File: src/rtl/ctrl_fsm.sv
// Multi-cycle control FSM in front of the 16-bit ula: instruction handshake,
// decode, ALU/operand selects, register-file and memory request sequencing.
module ctrl_fsm #(
    parameter int IMM_W = 4
) (
    input  logic        clk,
    input  logic        rst_n,
    input  logic [15:0] instr_i,
    input  logic        instr_valid_i,
    output logic        instr_ready_o,
    input  logic [15:0] alu_out_i,
    input  logic        mem_ack_i,
    output logic [2:0]  ula_ctrl_o,
    output logic        alu_src_imm_o,
    output logic [15:0] imm_o,
    output logic [3:0]  rf_rd_addr1_o,
    output logic [3:0]  rf_rd_addr2_o,
    output logic [3:0]  rf_wr_addr_o,
    output logic        rf_we_o,
    output logic        rf_wr_sel_o,
    output logic        mem_req_o,
    output logic        mem_we_o,
    output logic        branch_taken_o,
    output logic        done_o,
    output logic        illegal_o
);

    typedef enum logic [2:0] {
        S_IDLE, S_DECODE, S_EXEC, S_MEM, S_MACK, S_WB
    } state_t;

    typedef struct packed {
        logic        instr_ready;
        logic [2:0]  ula_ctrl;
        logic        alu_src_imm;
        logic [15:0] imm;
        logic [3:0]  rd_addr1;
        logic [3:0]  rd_addr2;
        logic [3:0]  wr_addr;
        logic        we;
        logic        wr_sel;
        logic        mem_req;
        logic        mem_we;
        logic        done;
        logic        illegal;
        logic        beq_exec;
    } outs_t;

    state_t      state_q, state_d;
    logic [15:0] ir_q, ir_d;
    outs_t       o_q, o_d;
    logic        accept;
    logic [3:0]  op, rd, rs, rt;
    logic        is_r, is_addi, is_lw, is_sw, is_beq, is_ill;

    assign accept = (state_q == S_IDLE) && instr_valid_i && o_q.instr_ready;
    assign ir_d   = accept ? instr_i : ir_q;

    assign op = ir_d[15:12];
    assign rd = ir_d[11:8];
    assign rs = ir_d[7:4];
    assign rt = ir_d[3:0];

    assign is_r    = (op <= 4'd5);
    assign is_addi = (op == 4'd6);
    assign is_lw   = (op == 4'd7);
    assign is_sw   = (op == 4'd8);
    assign is_beq  = (op == 4'd9);
    assign is_ill  = (op >= 4'd10);

    always_comb begin
        state_d = state_q;
        case (state_q)
            S_IDLE:   if (accept) state_d = S_DECODE;
            S_DECODE: state_d = is_ill ? S_IDLE : S_EXEC;
            S_EXEC: begin
                if (is_lw || is_sw) state_d = S_MEM;
                else if (is_beq)    state_d = S_IDLE;
                else                state_d = S_WB;
            end
            S_MEM:    if (mem_ack_i) state_d = S_MACK;
            S_MACK:   state_d = is_lw ? S_WB : S_IDLE;
            S_WB:     state_d = S_IDLE;
            default:  state_d = S_IDLE;
        endcase

        // Outputs are computed for the state being entered so the registered
        // copy lines up exactly with that state.
        o_d = '0;
        o_d.instr_ready = (state_d == S_IDLE);
        if (state_d != S_IDLE) begin
            o_d.rd_addr1 = is_beq ? rd : rs;
            o_d.rd_addr2 = is_beq ? rs : (is_sw ? rd : rt);
            o_d.imm      = {{(16-IMM_W){1'b0}}, ir_d[IMM_W-1:0]};
        end
        if (state_d == S_EXEC || state_d == S_MEM) begin
            o_d.ula_ctrl    = is_r ? op[2:0] : (is_beq ? 3'b001 : 3'b000);
            o_d.alu_src_imm = is_addi || is_lw || is_sw;
        end
        if (state_d == S_MEM) begin
            o_d.mem_req = 1'b1;
            o_d.mem_we  = is_sw;
        end
        if (state_d == S_WB) begin
            o_d.we      = 1'b1;
            o_d.wr_addr = rd;
            o_d.wr_sel  = is_lw;
        end
        o_d.done     = (state_d == S_WB) || (state_d == S_EXEC && is_beq) ||
                       (state_d == S_MACK && is_sw);
        o_d.illegal  = (state_d == S_DECODE) && is_ill;
        o_d.beq_exec = (state_d == S_EXEC) && is_beq;
    end

    always_ff @(posedge clk or negedge rst_n) begin
        if (!rst_n) begin
            state_q <= S_IDLE;
            ir_q    <= '0;
            o_q     <= '0;
        end else begin
            state_q <= state_d;
            ir_q    <= ir_d;
            o_q     <= o_d;
        end
    end

    assign instr_ready_o = o_q.instr_ready;
    assign ula_ctrl_o    = o_q.ula_ctrl;
    assign alu_src_imm_o = o_q.alu_src_imm;
    assign imm_o         = o_q.imm;
    assign rf_rd_addr1_o = o_q.rd_addr1;
    assign rf_rd_addr2_o = o_q.rd_addr2;
    assign rf_wr_addr_o  = o_q.wr_addr;
    assign rf_we_o       = o_q.we;
    assign rf_wr_sel_o   = o_q.wr_sel;
    assign mem_req_o     = o_q.mem_req;
    assign mem_we_o      = o_q.mem_we;
    assign done_o        = o_q.done;
    assign illegal_o     = o_q.illegal;
    // alu_out only settles inside EXEC, so the zero test is gated by a
    // registered EXEC-of-beq flag rather than registered itself.
    assign branch_taken_o = o_q.beq_exec && (alu_out_i == 16'h0000);

endmodule

File: config.mk
export PLATFORM = sky130hd
export DESIGN_NAME = ctrl_fsm
export DESIGN_NICKNAME = d
export VERILOG_FILES = /design/src/rtl/ctrl_fsm.sv
export SDC_FILE = /design/constraint.sdc
export NUM_CORES = 1
export LEC_CHECK = 0
export BUFFER_PORTS_ARGS = -buffer_cell sky130_fd_sc_hd__buf_4
export CAP_MARGIN = 0
export CORE_ASPECT_RATIO = 0.5
export CORE_MARGIN = 8
export CORE_UTILIZATION = 55
export CTS_CLUSTER_DIAMETER = 50
export CTS_CLUSTER_SIZE = 25
export DETAILED_ROUTE_END_ITERATION = 8
export PLACE_DENSITY = 0.84
export SYNTH_ARGS = -nofsm -noshare
export SYNTH_HDL_FRONTEND = slang
export SYNTH_SLANG_ARGS = --single-unit
File: constraint.sdc
create_clock -name clk -period 5.3 [get_ports clk]
set_clock_uncertainty 0.2 [all_clocks]
set_input_delay 0.53 -clock clk [delete_from_list [all_inputs] [get_ports clk]]
set_output_delay 0.53 -clock clk [all_outputs]
set_load 0.02 [all_outputs]
==> flow_summary.yaml, run 1 <==
placed_design:
  port_buffers: 63
  dp_hpwl_um: 4340
  gp_congestion: 0.909
final_layout:
  n_antenna_cell: 0
  fillers: 324
  post-route-util: 0.667
  final_nets: 305
  area_delta_synth_final_pct: 15.4
  final_layout_size_suffix_gt1_frac: 0.349
synthesis:
  synth-xor-area-share: 0
  ys_seq_area_frac: 0.460
  synth-simple-area-share: 0.149
  synth-edff-count: 0
  muxShareOfSynthArea: 0.0783
  synth_top_family_by_area: "compound AO/OA/AOI/OAI gates"
  synthTopCellsByArea: "dfrtp_1 46%, buf_4 9.1%, a221oi_2 4.7%"
  yosysWarnings: 0
  synthCells: 233
  yosysTopAreaCell: "dfrtp_1"
  yosysUniqueCellTypes: 47
  post_synth_fa_ha_maj_area_fraction: 0.00392
  syn_area_mm2: 0.00256
  async_reset_ff_frac: 1.00
  synth_ff_type: "dfrtp_1"
  synth_top_area_share: 0.460
  synth_area_per_cell_um2: 11.0
  synth_seq_cells: 47
  synth_compound_area_frac: 0.169
floorplan:
  rows: 17
  num_io_pins: 76
  start_util: 0.578
  core_area_mm2: 0.00442
  die_w_um: 112
  chipHeight_um: 64.2
  dieArea_mm2: 0.00722
worst_hold_path:
  hp-class: "primary input to async pin"
drt:
  drt_wl_total_um: 6040
  vias: 1904
  wl_per_cell_um: 18.5
  drt-initial-drc-count: 115
  firstDrtPassIters: 4
  ant_nets: 0
  via_per_inst: 5.84
  drc: 0
sta:
  setup_viol: 0
  fmax_mhz: 368
  maxSlewViolCount: 0
  timing.final.crit_share: 0.512
  fin_setup_tns_ps: 0
  maxSlewHeadroom: 0.250
  rsz0062_at_grt: "false"
  worstMarginPinSlew_ps: 1120
  hold_viol_final: 0
  period_needed_ps: 2710
  whs_ps: 8.90
clocking:
  clock_sinks: 47
  postCtsSetupBuffers: 0
  cts_tree: "built"
  numCtsBuffers: 5
  cts_hold_buffers: 0
  clkSlewWorstSetupHoldPaths_ps: 80
  htree_levels: 2
  root_buffer: "clkbuf_8"
  cts_resized: 0
  cts_buffer_depth: 2
  clkLatencyLatePin_ps: 300
setup_path:
  worstSetupStartpointType: "flop"
  critical_path_class: "flop to flop"
  cp.required_ps: 5240
  worstPathArrival_ps: 2660
  worstPathMaxFanout: 22
  crit_path_end_kind: "flop"
grt:
  grt_pass1_vias: 1991
  grt_max_degree: 48
  grt_pass1_wl_um: 9830
  antenna_found_initial: 0
  grt.overflow.total: 0
  grt_util_all_layers: 0.168
run:
  maxCapViolCount: 0
power:
  powerDensity_mw_per_mm2: 541
  irDropWorstVdd_v: 0.000210
  fin_total_pwr_w: 0.00160
  leakagePower_nw: 1.42
run_status:
  status: "complete, no violations"
[cell type report]
class                           count  area [µm²]  share of cell area
Sequential cell                    47        1180               0.399
Multi-Input combinational cell    138        1070               0.363
Timing Repair Buffer               63         473               0.160
Tap cell                           57        71.3              0.0242
Clock buffer                        5        68.8              0.0233
Inverter                           14        52.6              0.0178
Clock inverter                      2        37.5              0.0127
[path summary, 6_finish.rpt]
path | start | endpoint | slack [ps] | cells after the start
worst max-delay path | state_q[1] | done_o | 2590 | 4
min in group clk | instr_i[1] | ir_q[1] | 280 | 2
worst min-delay path | rst_n | rf_rd_addr1_o[3] | 9 | 1
max in group asynchronous | rst_n | ula_ctrl_o[0] | 4470 | 1
worst max register to register | state_q[1] | done_o | 2590 | 4
worst min register to register | ir_q[3] | ir_q[3] | 330 | 1
[cell usage after synthesis, drive strengths merged (3+ instances only)]
cell	n
a2111oi	3
a21boi	5
a21o	4
a21oi	9
a221oi	16
and3	8
buf	37
clkbuf	8
dfrtp	47
inv	14
mux2	8
mux2i	11
nand2	4
nand4	3
nor2	8
nor2b	5
nor3	5
nor4	4
nor4b	3
o21ai	4
[cells by family after synthesis]
| logic type | Yosys count |
|---|---|
| flip-flops | 47 |
| adder cells (fa/ha/maj) | 1 |
| AO/OA/AOI/OAI | 52 |
| AND/OR/NAND/NOR | 54 |
| multiplexers | 19 |
| buffers and inverters | 59 |
| other | 1 |
[placed cells by master, fill, tap and decap left out, drive strengths merged, types with 2 or more instances in the layout]
cell type	instances
and4bb	2
o22ai	2
nor2b	5
nand4b	2
a21boi	5
and4b	2
dfrtp	47
conb	12
nor2	8
mux2i	11
nor4	4
mux2	8
buf	63
a221oi	16
clkbuf	5
a21o	4
nand4	3
and3	8
o21ai	4
inv	14
nand2	4
o32ai	2
nor3	5
a31oi	2
a21oi	9
a2111oi	3
and2	2
or3b	2
nor4b	3
[registers in the layout (all words and copies together), names as in the netlist, 3 cells and up]
name and flops:
ir_q 16, imm_o 4, rf_rd_addr1_o 4, rf_rd_addr2_o 4
rf_wr_addr_o 4, state_q 3, ula_ctrl_o 3
[per-stage QoR]
step	setup WS, ps	cell area (µm²)	cells
floorplan	3020	2600	244
global placement	2620	2840	319
detailed placement	2500	2840	319
CTS	2630	2950	326
global route	2390	2950	326
finish	2590	2950	326
[power breakdown]
group / total, W / switching [W] / internal, W
registers: 0.000595 / 0.000107 / 0.000488
logic: 0.000746 / 0.000426 / 0.000320
clock network: 0.000254 / 0.000116 / 0.000138
total: 0.00160 / 0.000650 / 0.000946
[critical path: stages, from the launching register on]
cell and delay (ps):
dfrtp_1 450, nand4bb_1 370, nor4_1 450, o31a_1 870
o32ai_1 230
[routing by layer]
metal	vias up	GRT usage	share of wire
li1	878	-	-
met1	931	0.200	0.41
met2	81	0.280	0.50
met3	14	0.0496	0.069
met4	0	0.0799	0.023
met5	-	0	0
No activity file was read; power rests on OpenSTA's default activity.
==> inputs of run 2 (changes only) <==
--- a/config.mk
+++ b/config.mk
@@ -9,11 +9,11 @@
 export CAP_MARGIN = 0
 export CORE_ASPECT_RATIO = 0.5
 export CORE_MARGIN = 8
-export CORE_UTILIZATION = 55
+export CORE_UTILIZATION = 47
 export CTS_CLUSTER_DIAMETER = 50
 export CTS_CLUSTER_SIZE = 25
 export DETAILED_ROUTE_END_ITERATION = 8
-export PLACE_DENSITY = 0.84
+export PLACE_DENSITY = 0.77
 export SYNTH_ARGS = -nofsm -noshare
 export SYNTH_HDL_FRONTEND = slang
 export SYNTH_SLANG_ARGS = --single-unit
==> constraint.sdc (replaced) <==
create_clock -name clk -period 2.33 [get_ports clk]
set_clock_uncertainty 0.2 [all_clocks]
set_input_delay 0.233 -clock clk [delete_from_list [all_inputs] [get_ports clk]]
set_output_delay 0.233 -clock clk [all_outputs]
set_load 0.02 [all_outputs]
==> run 2 against run 1 <==
Maximum frequency increased by 25%. Routed wire length is 5.5% higher. Highest routed layer unchanged. Hold slack improved by 12 ps. Largest power group unchanged. Critical endpoint is now rf_rd_addr1_o[3]. Core utilization fell by 7.8 points. Non-clock buffer count grew 18. Count of clock-buffer cells in the layout grew 1. Clock power rose by 150%. Sequential share of layout area down 2.7 points. Worst setup slack lost 2400 ps. Sequential power rose by 120%. Die area grew 14%. Final area is 7.3% higher.
==> flow_summary.yaml, run 2 (synthesized netlist as in run 1, its figures left out) <==
sta:
  setup_viol: 0
  fin_setup_tns_ps: 0
  rsz0062_at_grt: "false"
  fmax_mhz: 461
  period_needed_ps: 2170
  worstMarginPinSlew_ps: 688
  hold_viol_final: 0
  timing.final.crit_share: 0.932
  maxSlewHeadroom: 0.540
  maxSlewViolCount: 0
power:
  internal_power_w: 0.00234
  leakagePower_nw: 1.53
  p_sw_w: 0.00153
  pwr-share-seq: 0.335
  fin_total_pwr_w: 0.00387
  clkPwrFrac: 0.161
  irDropWorstVdd_v: 0.000436
  switching_share: 0.396
  pwr-share-comb: 0.503
  powerDensity_mw_per_mm2: 1220
final_layout:
  n_antenna_cell: 0
  instances_no_fill: 361
  top_register: "ir_q"
  final_cell_mix: "74 x buf_4, 47 x dfrtp_1, 14 x inv_1, 12 x conb_1, 11 x mux2i_1"
  fillers: 458
  area_delta_synth_final_pct: 23.8
  largest_reg_flops: 16
  final_layout_size_suffix_gt1_frac: 0.378
  final_nets: 323
  layout_commonest_cell: "buf_4"
floorplan:
  chipHeight_um: 68.2
  start_util: 0.476
  die_w_um: 120
  rows: 19
  core_area_mm2: 0.00537
  num_io_pins: 76
  dieArea_mm2: 0.00820
placed_design:
  dp.cells: 348
  dp_hpwl_um: 4650
  gp_congestion: 0.843
  port_buffers: 63
grt:
  grt_pass1_wl_um: 10000
  antenna_found_initial: 0
  grt_pass1_vias: 2016
  grt_max_degree: 48
  grt_util_all_layers: 0.155
  grt.overflow.total: 0
setup_path:
  crit_path_end_kind: "flop"
  worstSetupStartpointType: "flop"
  worstPathMaxFanout: 14
  cp.required_ps: 2340
  critical_path_class: "flop to flop"
  worstPathArrival_ps: 2190
clocking:
  root_buffer: "clkbuf_8"
  cts_buffer_depth: 2
  cts_tree: "built"
  clkLatencyLatePin_ps: 310
  clkSlewWorstSetupHoldPaths_ps: 90
  clock_sinks: 47
  postCtsSetupBuffers: 0
  htree_levels: 2
  numCtsBuffers: 5
drt:
  ant_nets: 0
  vias: 1972
  firstDrtPassIters: 4
  drc: 0
  wl_per_cell_um: 17.6
  drt_wl_total_um: 6370
  via_per_inst: 5.46
  drt-initial-drc-count: 104
run:
  maxCapViolCount: 0
worst_hold_path:
  hp-class: "primary input to flop"
run_status:
  status: "complete, no violations"
## run 2: cell type report
type	instances	area (µm²)	area share
clock buffer	6	82.6	0.0261
clock inverter	2	35.0	0.0111
inverter	14	52.6	0.0166
multi-input combinational	138	1080	0.342
sequential	47	1180	0.372
tap	73	91.3	0.0289
timing repair buffer	81	646	0.204
## run 2: what timing repair did
item                                    4_1_cts  5_1_grt
hold buffers                                  5        0
gates resized for setup                       0        3
endpoints found under the setup margin        0       13
hold endpoints to repair                     51        0
## run 2: power groups by stage
stage / Clock (W) / Combinational (W) / Sequential, W
after floorplan: 0 / 0.00142 / 0.00128
after global placement: 0 / 0.00187 / 0.00129
after detailed placement: 0 / 0.00192 / 0.00131
after CTS: 0.000636 / 0.00193 / 0.00130
after global routing: 0.000665 / 0.00211 / 0.00133
final: 0.000624 / 0.00195 / 0.00130
## run 2: per-stage QoR
step / instance area [µm²] / hold slack [ps] / util / worst slack (ps)
2_1_floorplan: 2600 / -263 / - / 288
3_3_place_gp: 2990 / 69.7 / 0.556 / 79.9
3_5_place_dp: 2990 / 81.2 / 0.556 / 11.0
4_1_cts: 3150 / 10.9 / 0.587 / 25.9
5_1_grt: 3160 / 25.3 / 0.589 / 43.6
6_report: 3160 / 20.5 / 0.589 / 159
## run 2: path summary, 6_finish.rpt
kind | from | to | cells after the start | slack, ps
worst min-delay path | instr_i[15] | illegal_o | 3 | 20
worst max-delay path | state_q[1] | rf_rd_addr1_o[3] | 5 | 160
max in group asynchronous | rst_n | rf_wr_sel_o | 2 | 1250
min in group asynchronous | rst_n | imm_o[3] | 2 | 260
worst min register to register | ir_q[7] | ir_q[7] | 2 | 320
worst max register to register | state_q[1] | rf_rd_addr1_o[3] | 5 | 160
## run 2: metal layers
metal  part of all wire  wire length, µm  vias up  GRT usage
met5                  0                0        -          0
met4              0.010               66        0     0.0447
met3              0.053              339        9     0.0337
met2               0.53             3360       75      0.282
met1               0.41             2600      971      0.185
li1                   -                -      917          -
## run 2: worst max-delay path, cell delays in order (launching register included)
cell      delay (ps)
dfrtp_1          450
and4bb_4         470
a211oi_1         120
o31a_2           420
buf_12           190
a221oi_2         240
